### config.mk
export PLATFORM = sky130hd
export DESIGN_NAME = request_unit
export DESIGN_NICKNAME = d
export VERILOG_FILES = /design/src/rtl/request_unit_pkg.sv /design/src/rtl/request_unit_watchdog.sv /design/src/rtl/request_unit.sv
export SDC_FILE = /design/constraint.sdc
export NUM_CORES = 1
export LEC_CHECK = 0
export ABC_AREA = 1
export CAP_MARGIN = 20
export CORE_AREA = 3 3 70 72
export DETAILED_ROUTE_END_ITERATION = 6
export DIE_AREA = 0 0 73 75
export GPL_TIMING_DRIVEN = 1
export MAX_ROUTING_LAYER = met4
export PLACE_DENSITY_LB_ADDON = 0.25
export SETUP_SLACK_MARGIN = 0.05
export SYNTH_ARGS = -nofsm -noshare
export SYNTH_HDL_FRONTEND = slang
export SYNTH_SLANG_ARGS = --single-unit
### constraint.sdc
create_clock -name CLK -period 2.9 [get_ports CLK]
set_clock_uncertainty 0.05 [all_clocks]
set_input_delay 0.58 -clock CLK [delete_from_list [all_inputs] [get_ports CLK]]
set_output_delay 0.58 -clock CLK [all_outputs]
set_load 0.05 [all_outputs]
### src/rtl/request_unit_pkg.sv
// Shared types for the request sequencer: the FSM state encoding and default sizing.
package request_unit_pkg;

    typedef enum logic [1:0] {
        FETCH  = 2'd0,
        DATA   = 2'd1,
        HALTED = 2'd2
    } reqstate_t;

    localparam int DEFAULT_WAIT_LIMIT = 64;
    localparam int DEFAULT_CNT_W      = 32;

endpackage

### src/rtl/request_unit_watchdog.sv
// req_watchdog: saturating counter with synchronous clear/enable and a terminal flag
// that pulses on the increment that lands exactly on LIMIT (LIMIT=0 disables it).
module req_watchdog #(
    parameter int W     = 32,
    parameter int LIMIT = 0
) (
    input  logic         clk,
    input  logic         rst,
    input  logic         clr,
    input  logic         en,
    output logic [W-1:0] count,
    output logic         terminal
);

    logic at_max;
    assign at_max = &count;

    always_ff @(posedge clk) begin
        if (rst || clr) begin
            count <= '0;
        end else if (en && !at_max) begin
            count <= count + W'(1);
        end
    end

    generate
        if (LIMIT == 0) begin : g_no_limit
            assign terminal = 1'b0;
        end else begin : g_limit
            assign terminal = en && !clr && !at_max && ((count + W'(1)) == W'(LIMIT));
        end
    endgenerate

endmodule

### src/rtl/request_unit.sv
// request_unit: fetch/data/halt sequencer for the single-cycle datapath.
// Optional stall statistics ports are enabled by defining REQUEST_UNIT_STATS_EN.
module request_unit
    import request_unit_pkg::*;
#(
    parameter int WAIT_LIMIT = DEFAULT_WAIT_LIMIT,
    parameter int CNT_W      = DEFAULT_CNT_W
) (
    input  logic             CLK,
    input  logic             RST,
    input  logic             halt,
    input  logic             dREN,
    input  logic             dWEN,
    input  logic             ihit,
    input  logic             dhit,
    output logic             imemREN,
    output logic             dmemREN,
    output logic             dmemWEN,
    output logic             pc_en,
    output logic             halt_out,
    output logic             req_err,
    output logic             timeout,
`ifdef REQUEST_UNIT_STATS_EN
    output logic [CNT_W-1:0] istall_cnt,
    output logic [CNT_W-1:0] dstall_cnt,
`endif
    output reqstate_t        dbg_state,
    output logic [CNT_W-1:0] dbg_wait_cnt
);

    // Handshake: a request (imemREN/dmemREN/dmemWEN) stays asserted until its hit
    // arrives; the hit completes the transfer in that same cycle, and the request
    // is withdrawn on the following edge. Requests never abort on their own.
    reqstate_t state;
    logic      in_fetch, in_data, wd_terminal;

    assign in_fetch  = (state == FETCH);
    assign in_data   = (state == DATA);
    assign dbg_state = state;

    assign pc_en = !RST && ((in_fetch && ihit && !halt && !dREN && !dWEN) ||
                            (in_data && dhit));

    // Held at zero outside DATA, so it is already clear on entry and clears again on exit.
    req_watchdog #(.W(CNT_W), .LIMIT(WAIT_LIMIT)) u_watchdog (
        .clk      (CLK),
        .rst      (RST),
        .clr      (!in_data || dhit),
        .en       (in_data && !dhit),
        .count    (dbg_wait_cnt),
        .terminal (wd_terminal)
    );

    always_ff @(posedge CLK) begin
        if (RST) begin
            state    <= FETCH;
            imemREN  <= 1'b1;
            dmemREN  <= 1'b0;
            dmemWEN  <= 1'b0;
            halt_out <= 1'b0;
            req_err  <= 1'b0;
            timeout  <= 1'b0;
        end else begin
            case (state)
                FETCH: begin
                    if (ihit && halt) begin
                        state    <= HALTED;
                        imemREN  <= 1'b0;
                        halt_out <= 1'b1;
                    end else if (ihit && (dREN || dWEN)) begin
                        state   <= DATA;
                        imemREN <= 1'b0;
                        dmemWEN <= dWEN;
                        dmemREN <= dREN && !dWEN;
                        if (dREN && dWEN) req_err <= 1'b1;
                    end
                end
                DATA: begin
                    if (dhit) begin
                        state   <= FETCH;
                        imemREN <= 1'b1;
                        dmemREN <= 1'b0;
                        dmemWEN <= 1'b0;
                    end
                    if (wd_terminal) timeout <= 1'b1;
                end
                HALTED: begin
                end
                default: begin
                    state <= FETCH;
                end
            endcase
        end
    end

`ifdef REQUEST_UNIT_STATS_EN
    logic istall_term, dstall_term;

    req_watchdog #(.W(CNT_W), .LIMIT(0)) u_istall (
        .clk      (CLK),
        .rst      (RST),
        .clr      (1'b0),
        .en       (in_fetch && !ihit),
        .count    (istall_cnt),
        .terminal (istall_term)
    );

    req_watchdog #(.W(CNT_W), .LIMIT(0)) u_dstall (
        .clk      (CLK),
        .rst      (RST),
        .clr      (1'b0),
        .en       (in_data && !dhit),
        .count    (dstall_cnt),
        .terminal (dstall_term)
    );
`endif

endmodule

After elaboration in Yosys (flattened, before gate mapping). Cells that the tools add are included.

Input bits: 7. Word-level logic and storage cells: 69. Register bits after elaboration: 40.

$add $sub $neg: 1. Reduce and logical (&&, ||, !) cells: 36. Equal/unequal tests: 7. Bitwise gates (word level): 2. Mux-type cells: 15.

Operators with widths (number): $add 32x1->32 const B (1); $eq 32x7->1 const B (1); $reduce_and 32->1 (1); $logic_and 1x1->1 (15); $logic_not 1->1 (8); $mux 1 (8); $reduce_and 4->1 (2); $mux 2 (3); $pmux 1 s2 (3); $pmux 2 s3 (1); $reduce_and 3->1 (2); $logic_or 1x1->1 (4); $ne 2x2->1 const B (2); $reduce_and 2->1 (2); $ne 3x1->1 const B (1); $eq 2x1->1 const B (1); $eq 2x2->1 const B (1); $logic_not 2->1 (1); $ne 2x1->1 const B (1); $not 1->1 (2); $reduce_bool 2->1 (1).

Depth between registers and ports, before layout. Gate-level depths: netlist of run 1.

Depth after elaboration: 8. Mapped depth: 13. Mapped depth without buffers: 13.

Cells and area by module. A second synthesis of run 1 with hierarchy kept.

Cells, all modules: 407. Area, all modules: 2521.2 µm².

By module, submodules not included: req_watchdog (cells an instance 352, sequential area each 640.6 µm², instances 1, area an instance 2137.0 µm²); request_unit (cells an instance 55, sequential area each 160.2 µm², instances 1, area an instance 384.1 µm²).

Worst setup path before layout of run 1. No wires, ideal clock.

Path kind: reg2out. From: register state[1] (netlist: dbg_state[1]). To: output pc_en. Arrival: 2.135 ns. Cell stages (with the launch flop): 9. Setup slack: 0.135 ns. Buffers on the path: 0. Required time: 2.270 ns. Cells stage by stage: dfxtp_1 -> nor2_1 -> inv_1 -> nor2_1 -> nor2_1 -> o21ai_0 -> nor2_1 -> inv_1 -> a21oi_1.

Longest elaborated chain between the ends: 7.

RTL lines: start, declared (RTL line request_unit.sv:34) `reqstate_t state;`; start signal, assigned (RTL line request_unit.sv:56) `state <= FETCH;`; start signal, assigned (RTL line request_unit.sv:67) `state <= HALTED;`; start signal, assigned (RTL line request_unit.sv:71) `state <= DATA;`; $logic_not 2->1 (RTL line request_unit.sv:37) `assign in_fetch = (state == FETCH);`; $logic_and 1x1->1 (4 in series) (RTL line request_unit.sv:41) `assign pc_en = !RST && ((in_fetch && ihit && !halt && !dREN && !dWEN) ||`; $logic_or 1x1->1 (*) (RTL line request_unit.sv:41); $logic_and 1x1->1 (*) (RTL line request_unit.sv:41); end, declared (RTL line request_unit.sv:19) `output logic pc_en,`.

Mark *: on every way between the ends. The rest lies on a longest branch, timed or not.

Worst setup path in the final report of run 1.
From: input dWEN. To: output pc_en.

Longest elaborated chain between the ends: 4.

RTL lines: start, declared (RTL line request_unit.sv:13) `input logic dWEN,`; $logic_not 1->1 (RTL line request_unit.sv:41); $logic_and 1x1->1 (RTL line request_unit.sv:41); $logic_or 1x1->1 (RTL line request_unit.sv:41); $logic_and 1x1->1 (RTL line request_unit.sv:41).

Every way passes these cells.

==> impl_metrics.ini, run 1 <==
[run_status]
status = complete, no violations

[synth]
async_flop_share_pct = 0
synth-edff-count = 0
syn_nets = 402
synth_area_um2 = 2420
syn_inst = 394
synth_flop_cell = dfxtp_1
syn_area_per_cell_um2 = 6.15
synth-seq-cells = 40
yosys_warnings = 0
synth_cell_types = 27
seq_area_frac_synth_pct = 33.0

[placed_design]
place_inst = 489
dp.final_hpwl_um = 4910
numPortBuffers = 47
placedInstanceArea_um2 = 2960
gp_congestion = 0.889

[cts]
cts-root-buf = clkbuf_8
cts_buffers = 5
cts_max_path_buffers = 2
insertion_delay_ps = 290
cts_setup_buffers = 0
htree_num_levels = 2
clock_sinks = 40
tritoncts = done
clk_pin_slew_ps = 80

[timing]
finalSetupTns_ps = 0
finalCriticalPeriod_ps = 2760
rsz0062_at_grt = no
finalHoldViolCount = 0
max_slew_margin_pct = 48.9
final-max-slew-violation-count = 0
finalSetupViolations = 0
fin_hold_ws_ps = 407
worstMarginPinSlew_ps = 766
fin_crit_sh_pct = 95.3
fmaxAchievable_ghz = 0.362

[grt]
use_met1_pct = 30.2
grt_util_met3_pct = 5.61
grt_max_degree = 24
grt.total_usage_pct = 25.5
met2_usage_pct = 42.3
grt_busiest_layer = met2
grt_pass1_vias = 2333
gr-total-overflow = 0
grt_first_pass_wirelength_um = 10500
antenna_found_initial = 0

[floorplanning]
dieWidth_um = 73
rows = 24
start_util_pct = 55.7
die_h_um = 75
core_um2 = 4350
die_area_um2 = 5480
ios = 48

[power_and_ir_drop]
power.density_nw_per_um2 = 421
p_total_w = 0.00130
peakVddDrop_uv = 299
power.leakage_nw = 1.24

[final_layout]
fill_cells = 380
layout-drive-gt1-share_pct = 6.53
layout_common_cells = 125 x nand2_1, 68 x nor2_1, 49 x inv_1, 46 x clkdlybuf4s50_1, 40 x dfxtp_1
syn_to_final_growth_pct = 27.7
instances_no_fill = 496
final_common_cell = nand2_1
final_nets = 452
num_antenna_cells = 0
fin_area_um2 = 3100

[detailed_routing]
drc = 0
vias_per_cell = 5.38
drt_wl_total_um = 6600
dr.pass1.iters = 5
wl_per_cell_um = 13.3
ant_nets = 0
drt_iter0_markers = 214
routed-via-count = 2666

[worst_setup_path]
critPathRequiredTime_ps = 2270
worstRegToRegCells = 10
worst-r2r-setup-slack_ps = 700
reg2reg_to = u_watchdog.count[1]$_SDFFE_PP0P_
worstSetupPathType = in -> out
crit_path_end = pc_en
cp_max_fo = 4
cp-end-kind = primary output
start_kind = primary input
crit_start = dWEN
cp.arrival_ps = 2130
r2r_start = u_watchdog.count[1]$_SDFFE_PP0P_

[worst_hold_path]
hp-class = reg -> reg

[job]
cap_violations = 0
## state kept, by name, indices dropped and copies added, names as in the netlist
| signal | count |
|---|---|
| dmemWEN | 1 |
| u_watchdog.count | 32 |
| imemREN | 1 |
| dbg_state | 2 |
| timeout | 1 |
| halt_out | 1 |
| dmemREN | 1 |
| req_err | 1 |
## critical path: stages
cell and delay, ps:
clkdlybuf4s50_1 530, nor2_1 80, nor2_1 190, o21ai_0 170
nor2_1 170, inv_1 70, a21oi_2 180, buf_12 160
## area by class of cell
cell class | count | area (um2) | share of cell area (%)
Sequential cell | 40 | 801 | 25.9
Multi-Input combinational cell | 298 | 1410 | 45.7
Tap cell | 52 | 65.1 | 2.10
Timing Repair Buffer | 50 | 503 | 16.2
Clock buffer | 5 | 68.8 | 2.22
Inverter | 49 | 184 | 5.94
Clock inverter | 2 | 60.1 | 1.94
## cells in the mapped netlist (2+ instances only)
library cell / n / area share [%]
a21oi_1: 11 / 2.3
a31oi_1: 17 / 4.4
buf_2: 2 / 0.41
clkbuf_1: 3 / 0.46
dfxtp_1: 40 / 33
inv_1: 49 / 7.6
nand2_1: 125 / 19
nand2_2: 5 / 1.3
nand3_1: 16 / 3.3
nand3b_1: 15 / 4.6
nand4_1: 4 / 1.0
nor2_1: 68 / 11
nor2_2: 4 / 1.0
nor2_4: 6 / 2.8
o21ai_0: 12 / 2.5
o21ai_1: 2 / 0.41
xnor2_1: 4 / 1.4
xor2_1: 2 / 0.72
## worst min path at each step
stage,start,to,slack (ps),cells past startpoint
finish,req_err$_SDFFE_PP0P_,req_err$_SDFFE_PP0P_,410,2
global route,halt_out$_SDFFE_PP0P_,halt_out$_SDFFE_PP0P_,430,2
CTS,timeout$_SDFFE_PP0P_,timeout$_SDFFE_PP0P_,410,2
detailed placement,timeout$_SDFFE_PP0P_,timeout$_SDFFE_PP0P_,400,2
global placement,halt_out$_SDFFE_PP0P_,halt_out$_SDFFE_PP0P_,390,2
floorplan,req_err$_SDFFE_PP0P_,req_err$_SDFFE_PP0P_,620,2
## report_power, final
part	switching [W]	internal, W	total, W	leakage (nW)
logic	0.000120	0.0000628	0.000183	0.851
clock network	0.000196	0.000339	0.000534	0.0642
registers	0.0000197	0.000566	0.000586	0.324
## through the flow
stage                     util (%)  setup slack, ps
final                         71.1              136
after global routing          71.1             28.6
after detailed placement      68.0              173
after CTS                     71.0              146
after global placement        68.0              237
after floorplan                  -              135
## metal layers
layer / vias to the layer above / wire [um]
li1: 1345 / -
met1: 1189 / 2810
met2: 118 / 3180
met3: 14 / 434
met4: 0 / 161
met5: - / 0
## logic make-up after synthesis
| kind of cell | count (synthesis) | share of synthesized area (%) |
|---|---|---|
| adder cells (fa/ha/maj) | 1 | 0.516 |
| AND/OR/NAND/NOR | 246 | 44.9 |
| flip-flops | 40 | 33.0 |
| buffers and inverters | 56 | 8.82 |
| XOR/XNOR | 6 | 2.17 |
| AO/OA/AOI/OAI | 45 | 10.6 |
## what timing repair did
item                                    in CTS  in global routing
gates resized for setup                      0                  1
endpoints found under the setup margin       0                  1
hold buffers                                 0                  0
No activity file was read; power rests on OpenSTA's default activity.
==> inputs of run 2 (changes only) <==
--- a/config.mk
+++ b/config.mk
@@ -7,9 +7,9 @@
 export LEC_CHECK = 0
 export ABC_AREA = 1
 export CAP_MARGIN = 20
-export CORE_AREA = 3 3 70 72
+export CORE_AREA = 2 2 50 99
 export DETAILED_ROUTE_END_ITERATION = 6
-export DIE_AREA = 0 0 73 75
+export DIE_AREA = 0 0 52 101
 export GPL_TIMING_DRIVEN = 1
 export MAX_ROUTING_LAYER = met4
 export PLACE_DENSITY_LB_ADDON = 0.25
==> run 2 against run 1 <==
Sequential share of layout area is 0.094 points higher. Register-to-register slack worse by 30 ps. Combinational power hardly changed. Setup slack better by 81 ps. Cell count is 1.0% higher. Highest routed layer unchanged.
==> impl_metrics.ini, run 2 (synthesis results as in run 1) <==
[run_status]
status = complete, no violations

[worst_hold_path]
min_to = req_err$_SDFFE_PP0P_
min_from = req_err$_SDFFE_PP0P_
holdPathStages = 2
hp-class = reg -> reg

[worst_setup_path]
worst-r2r-setup-slack_ps = 670
cp.arrival_ps = 2050
slowest_stage = clkdlybuf4s50_1
slowest_delay_ps = 530
worstRegToRegCells = 10
start_kind = primary input
critPathRequiredTime_ps = 2270
crit_path_cell_trace = clkdlybuf4s50_1 -> nor2_1 -> nor2_2 -> o21ai_0 -> nor2_1 -> inv_1 -> a21oi_2 -> buf_12
worstSetupPathType = in -> out
cp-end-kind = primary output
cp_max_fo = 4
reg2reg_to = u_watchdog.count[28]$_SDFFE_PP0P_
critical_path.most_common_cell = nor2_1
r2r_start = u_watchdog.count[1]$_SDFFE_PP0P_

[detailed_routing]
routed-via-count = 2693
wl_per_cell_um = 13.9
drt_iter0_markers = 91
vias_per_cell = 5.38
drt_wl_total_um = 6970
ant_nets = 0
drc = 0
dr.pass1.iters = 4

[final_layout]
fin_area_um2 = 3080
final_common_cell = nand2_1
largest_reg_flops = 32
num_antenna_cells = 0
layout_common_cells = 125 x nand2_1, 67 x nor2_1, 49 x inv_1, 46 x clkdlybuf4s50_1, 40 x dfxtp_1
layout-drive-gt1-share_pct = 7.17
final_nets = 454
instances_no_fill = 501
syn_to_final_growth_pct = 27.2
top_register = u_watchdog.count

[floorplanning]
rows = 35
start_util_pct = 53.8
die_area_um2 = 5250
dieWidth_um = 52
core_um2 = 4510
ios = 48
die_h_um = 101

[cts]
cts-root-buf = clkbuf_8
cts_buffers = 5
htree_num_levels = 2
clk_pin_slew_ps = 80
tritoncts = done
insertion_delay_ps = 290
cts_max_path_buffers = 2
clock_sinks = 40
hold_buffers = 0

[job]
cap_violations = 0

[timing]
finalSetupTns_ps = 0
fin_crit_sh_pct = 92.5
fmaxAchievable_ghz = 0.373
rsz0062_at_grt = no
worstMarginPinSlew_ps = 525
max_slew_margin_pct = 64.9
final-max-slew-violation-count = 0
finalSetupViolations = 0
finalHoldViolCount = 0
finalCriticalPeriod_ps = 2680

[grt]
grt_first_pass_wirelength_um = 11400
grt_max_degree = 18
antenna_found_initial = 0
grt_pass1_vias = 2522
gr-total-overflow = 0
grt.total_usage_pct = 29.3

[power_and_ir_drop]
power.density_nw_per_um2 = 380
power.leakage_nw = 1.24
peakVddDrop_uv = 316

[placed_design]
place_inst = 493
numPortBuffers = 47
placedInstanceArea_um2 = 2970
gp_congestion = 0.955
dp.final_hpwl_um = 5350
[run 2: cell count changes in the layout (fill, tap and decap cells not counted), sizes merged]
cell,before,now
clkbuf,5,7
buf,4,6
bufinv,2,0
[run 2: area by class of cell]
type	instances	area, um2
clock buffer	7	96.3
fill	409	1430
inverter	49	184
multi-input combinational	298	1420
sequential	40	801
tap	55	68.8
timing repair buffer	52	518
[run 2: how the worst max path moves through the flow]
stage	slack, ps	cells past startpoint	endpoint	start
floorplan	130	8	pc_en	dbg_state[1]$_SDFFE_PP0P_
global placement	250	8	pc_en	dWEN
detailed placement	160	8	pc_en	dWEN
CTS	140	8	pc_en	dWEN
global route	80	8	pc_en	dWEN
finish	220	8	pc_en	dWEN
[run 2: routing by layer]
metal  vias up  wire length (um)  part of all wire, %  track usage, %
li1       1351                 -                    -               -
met1      1240              2850                   41            35.1
met2        91              3610                   52            48.1
met3        11               348                  5.0            4.30
met4         0               165                  2.4            11.5
met5         -                 0                    0               -
[run 2: through the flow]
stage	worst slack [ps]	util (%)	total power [W]	hold slack, ps
floorplan	135	-	0.000714	617
global placement	253	65.9	0.000776	393
detailed placement	157	65.9	0.000780	403
CTS	140	68.1	0.00117	415
global route	83.4	68.4	0.00122	449
finish	217	68.4	0.00117	415
[run 2: what timing repair did]
item,4_1_cts,5_1_grt
gates resized for setup,0,2
setup buffers,0,1
setup endpoints to repair,0,1
[run 2: power by group]
part	leakage, nW	switching, W	internal (W)
clock	0.0503	0.000189	0.000212
combinational	0.863	0.000121	0.0000644
sequential	0.324	0.0000197	0.000566
total	1.24	0.000330	0.000843
[run 2: critical path: cells and delay by family]
| kind | cells | cell delay (ps) |
|---|---|---|
| AOI/OAI and AO/OA | 2 | 320 |
| and+or+nand+nor | 3 | 390 |
| buffers and inverters | 3 | 760 |
==> inputs of run 3 (changes only) <==
--- a/config.mk
+++ b/config.mk
@@ -6,14 +6,15 @@
 export NUM_CORES = 1
 export LEC_CHECK = 0
 export ABC_AREA = 1
-export CAP_MARGIN = 20
-export CORE_AREA = 2 2 50 99
+export CAP_MARGIN = 15
+export CORE_AREA = 3 3 51 100
 export DETAILED_ROUTE_END_ITERATION = 6
-export DIE_AREA = 0 0 52 101
+export DIE_AREA = 0 0 54 103
 export GPL_TIMING_DRIVEN = 1
 export MAX_ROUTING_LAYER = met4
 export PLACE_DENSITY_LB_ADDON = 0.25
 export SETUP_SLACK_MARGIN = 0.05
+export SLEW_MARGIN = 20
 export SYNTH_ARGS = -nofsm -noshare
 export SYNTH_HDL_FRONTEND = slang
 export SYNTH_SLANG_ARGS = --single-unit
==> run 3 against run 2 <==
Fmax increased by 0.63%. Clock power fell by 2%. Non-clock buffer count fell by 2. Largest power group unchanged. Cell count decreased by 0.40%. Via count rose by 0.37%. Critical path depth unchanged. Core utilization up 1.4 points. Die area up 5.9%. Combinational power barely moved.
==> impl_metrics.ini, run 3 (synthesis results as in run 1) <==
[timing]
finalCriticalPeriod_ps = 2670
fin_hold_ws_ps = 406
final-max-slew-violation-count = 0
rsz0062_at_grt = no
finalSetupTns_ps = 0
max_slew_margin_pct = 47.9
finalHoldViolCount = 0
finalSetupViolations = 0
fin_crit_sh_pct = 91.9
fmaxAchievable_ghz = 0.375
worstMarginPinSlew_ps = 780

[cts]
cts_max_path_buffers = 2
clk_pin_slew_ps = 70
cts_setup_buffers = 0
insertion_delay_ps = 300
clock_sinks = 40
cts-root-buf = clkbuf_8
cts_buffers = 5
htree_num_levels = 2
tritoncts = done

[final_layout]
layout-drive-gt1-share_pct = 6.29
num_antenna_cells = 0
final_common_cell = nand2_1
layout_common_cells = 125 x nand2_1, 68 x nor2_1, 49 x inv_1, 46 x clkdlybuf4s50_1, 40 x dfxtp_1
top_register = u_watchdog.count
multi_input_area_um2 = 1410
register_area_um2 = 801
syn_to_final_growth_pct = 26.2
final_nets = 452
fin_util_pct = 69.8
fill_cells = 397
largest_reg_flops = 32

[job]
cap_violations = 0

[power_and_ir_drop]
clockPowerShare_pct = 33.8
internal_power_w = 0.000823
seqPwrFrac_pct = 50.5
power.leakage_nw = 1.22
switching_power_w = 0.000339
power_frac_comb_pct = 15.7
peakVddDrop_uv = 335
power.density_nw_per_um2 = 380
switching_share_pct = 29.2

[detailed_routing]
ant_nets = 0
wl_per_cell_um = 14.3
drt_wl_total_um = 7140
dr.pass1.iters = 7
routed-via-count = 2703
drc = 0
vias_per_cell = 5.42
drt_iter0_markers = 132

[worst_hold_path]
hp-class = reg -> reg

[worst_setup_path]
cpLargestDelayFamily = buffers and inverters
path_buf_inv = 3
critical_path.most_common_cell = nor2_1
slowest_stage = clkdlybuf4s50_1
critPathRequiredTime_ps = 2270
cp_max_fo = 4
slowest_delay_ps = 520
cp.arrival_ps = 2040
crit_path_cell_trace = clkdlybuf4s50_1 -> nor2_1 -> nor2_1 -> o21ai_0 -> nor2_1 -> inv_1 -> a21oi_2 -> buf_12
worstSetupPathType = in -> out
start_kind = primary input
cp-end-kind = primary output

[floorplanning]
core_um2 = 4380
die_area_um2 = 5560
ios = 48
start_util_pct = 55.3
dieWidth_um = 54
die_h_um = 103
rows = 34

[run_status]
status = complete, no violations

[grt]
grt_first_pass_wirelength_um = 11600
gr-total-overflow = 0
grt.total_usage_pct = 29.1
grt_pass1_vias = 2497
antenna_found_initial = 0
grt_max_degree = 24

[placed_design]
dp.final_hpwl_um = 5310
numPortBuffers = 47
gp_congestion = 0.931
-- run 3: metal layers --
layer	global-route usage, %	vias to the layer above	wire, um
li1	-	1350	-
met1	31.3	1216	2580
met2	49.3	106	3810
met3	4.63	31	353
met4	15.4	0	395
met5	-	-	0
-- run 3: final timing paths --
check                           slack, ps                             start              endpoint  cells after the start
worst max-delay path                  230                              dWEN                 pc_en                      8
worst min register to register        410              req_err$_SDFFE_PP0P_  req_err$_SDFFE_PP0P_                      2
worst max register to register        690  u_watchdog.count[1]$_SDFFE_PP0P_  timeout$_SDFFE_PP0P_                     13
worst min-delay path                  410              req_err$_SDFFE_PP0P_  req_err$_SDFFE_PP0P_                      2
-- run 3: per-stage QoR --
| step | cells | area (um2) | power, W | setup WS [ps] |
|---|---|---|---|---|
| final | 499 | 3060 | 0.00116 | 234 |
| after global placement | 491 | 2970 | 0.000777 | 227 |
| after CTS | 499 | 3060 | 0.00116 | 193 |
| after global routing | 499 | 3060 | 0.00120 | 74.7 |
| after floorplan | 394 | 2420 | 0.000714 | 135 |
| after detailed placement | 491 | 2970 | 0.000780 | 201 |
-- run 3: worst min-delay path, cell delays in order (launching register included) --
cell and delay, ps:
dfxtp_1 320, inv_1 50, a21oi_1 50
-- run 3: area by class of cell --
| class | instances | area share [%] |
|---|---|---|
| Multi-Input combinational cell | 298 | 46.2 |
| Timing Repair Buffer | 50 | 16.4 |
| Sequential cell | 40 | 26.2 |
| Inverter | 49 | 6.01 |
| Clock buffer | 8 | 2.94 |
| Tap cell | 54 | 2.21 |
-- run 3: repair_timing --
action	in CTS	in global routing
hold buffers	0	0
endpoints found under the setup margin	0	1
resized for setup	0	1
-- run 3: power groups by stage --
stage	registers [W]	clock network, W	logic [W]
3_5_place_dp	0.000599	0	0.000181
5_1_grt	0.000590	0.000411	0.000196
4_1_cts	0.000586	0.000391	0.000182
2_1_floorplan	0.000654	0	0.0000595
3_3_place_gp	0.000598	0	0.000179
6_report	0.000587	0.000393	0.000183
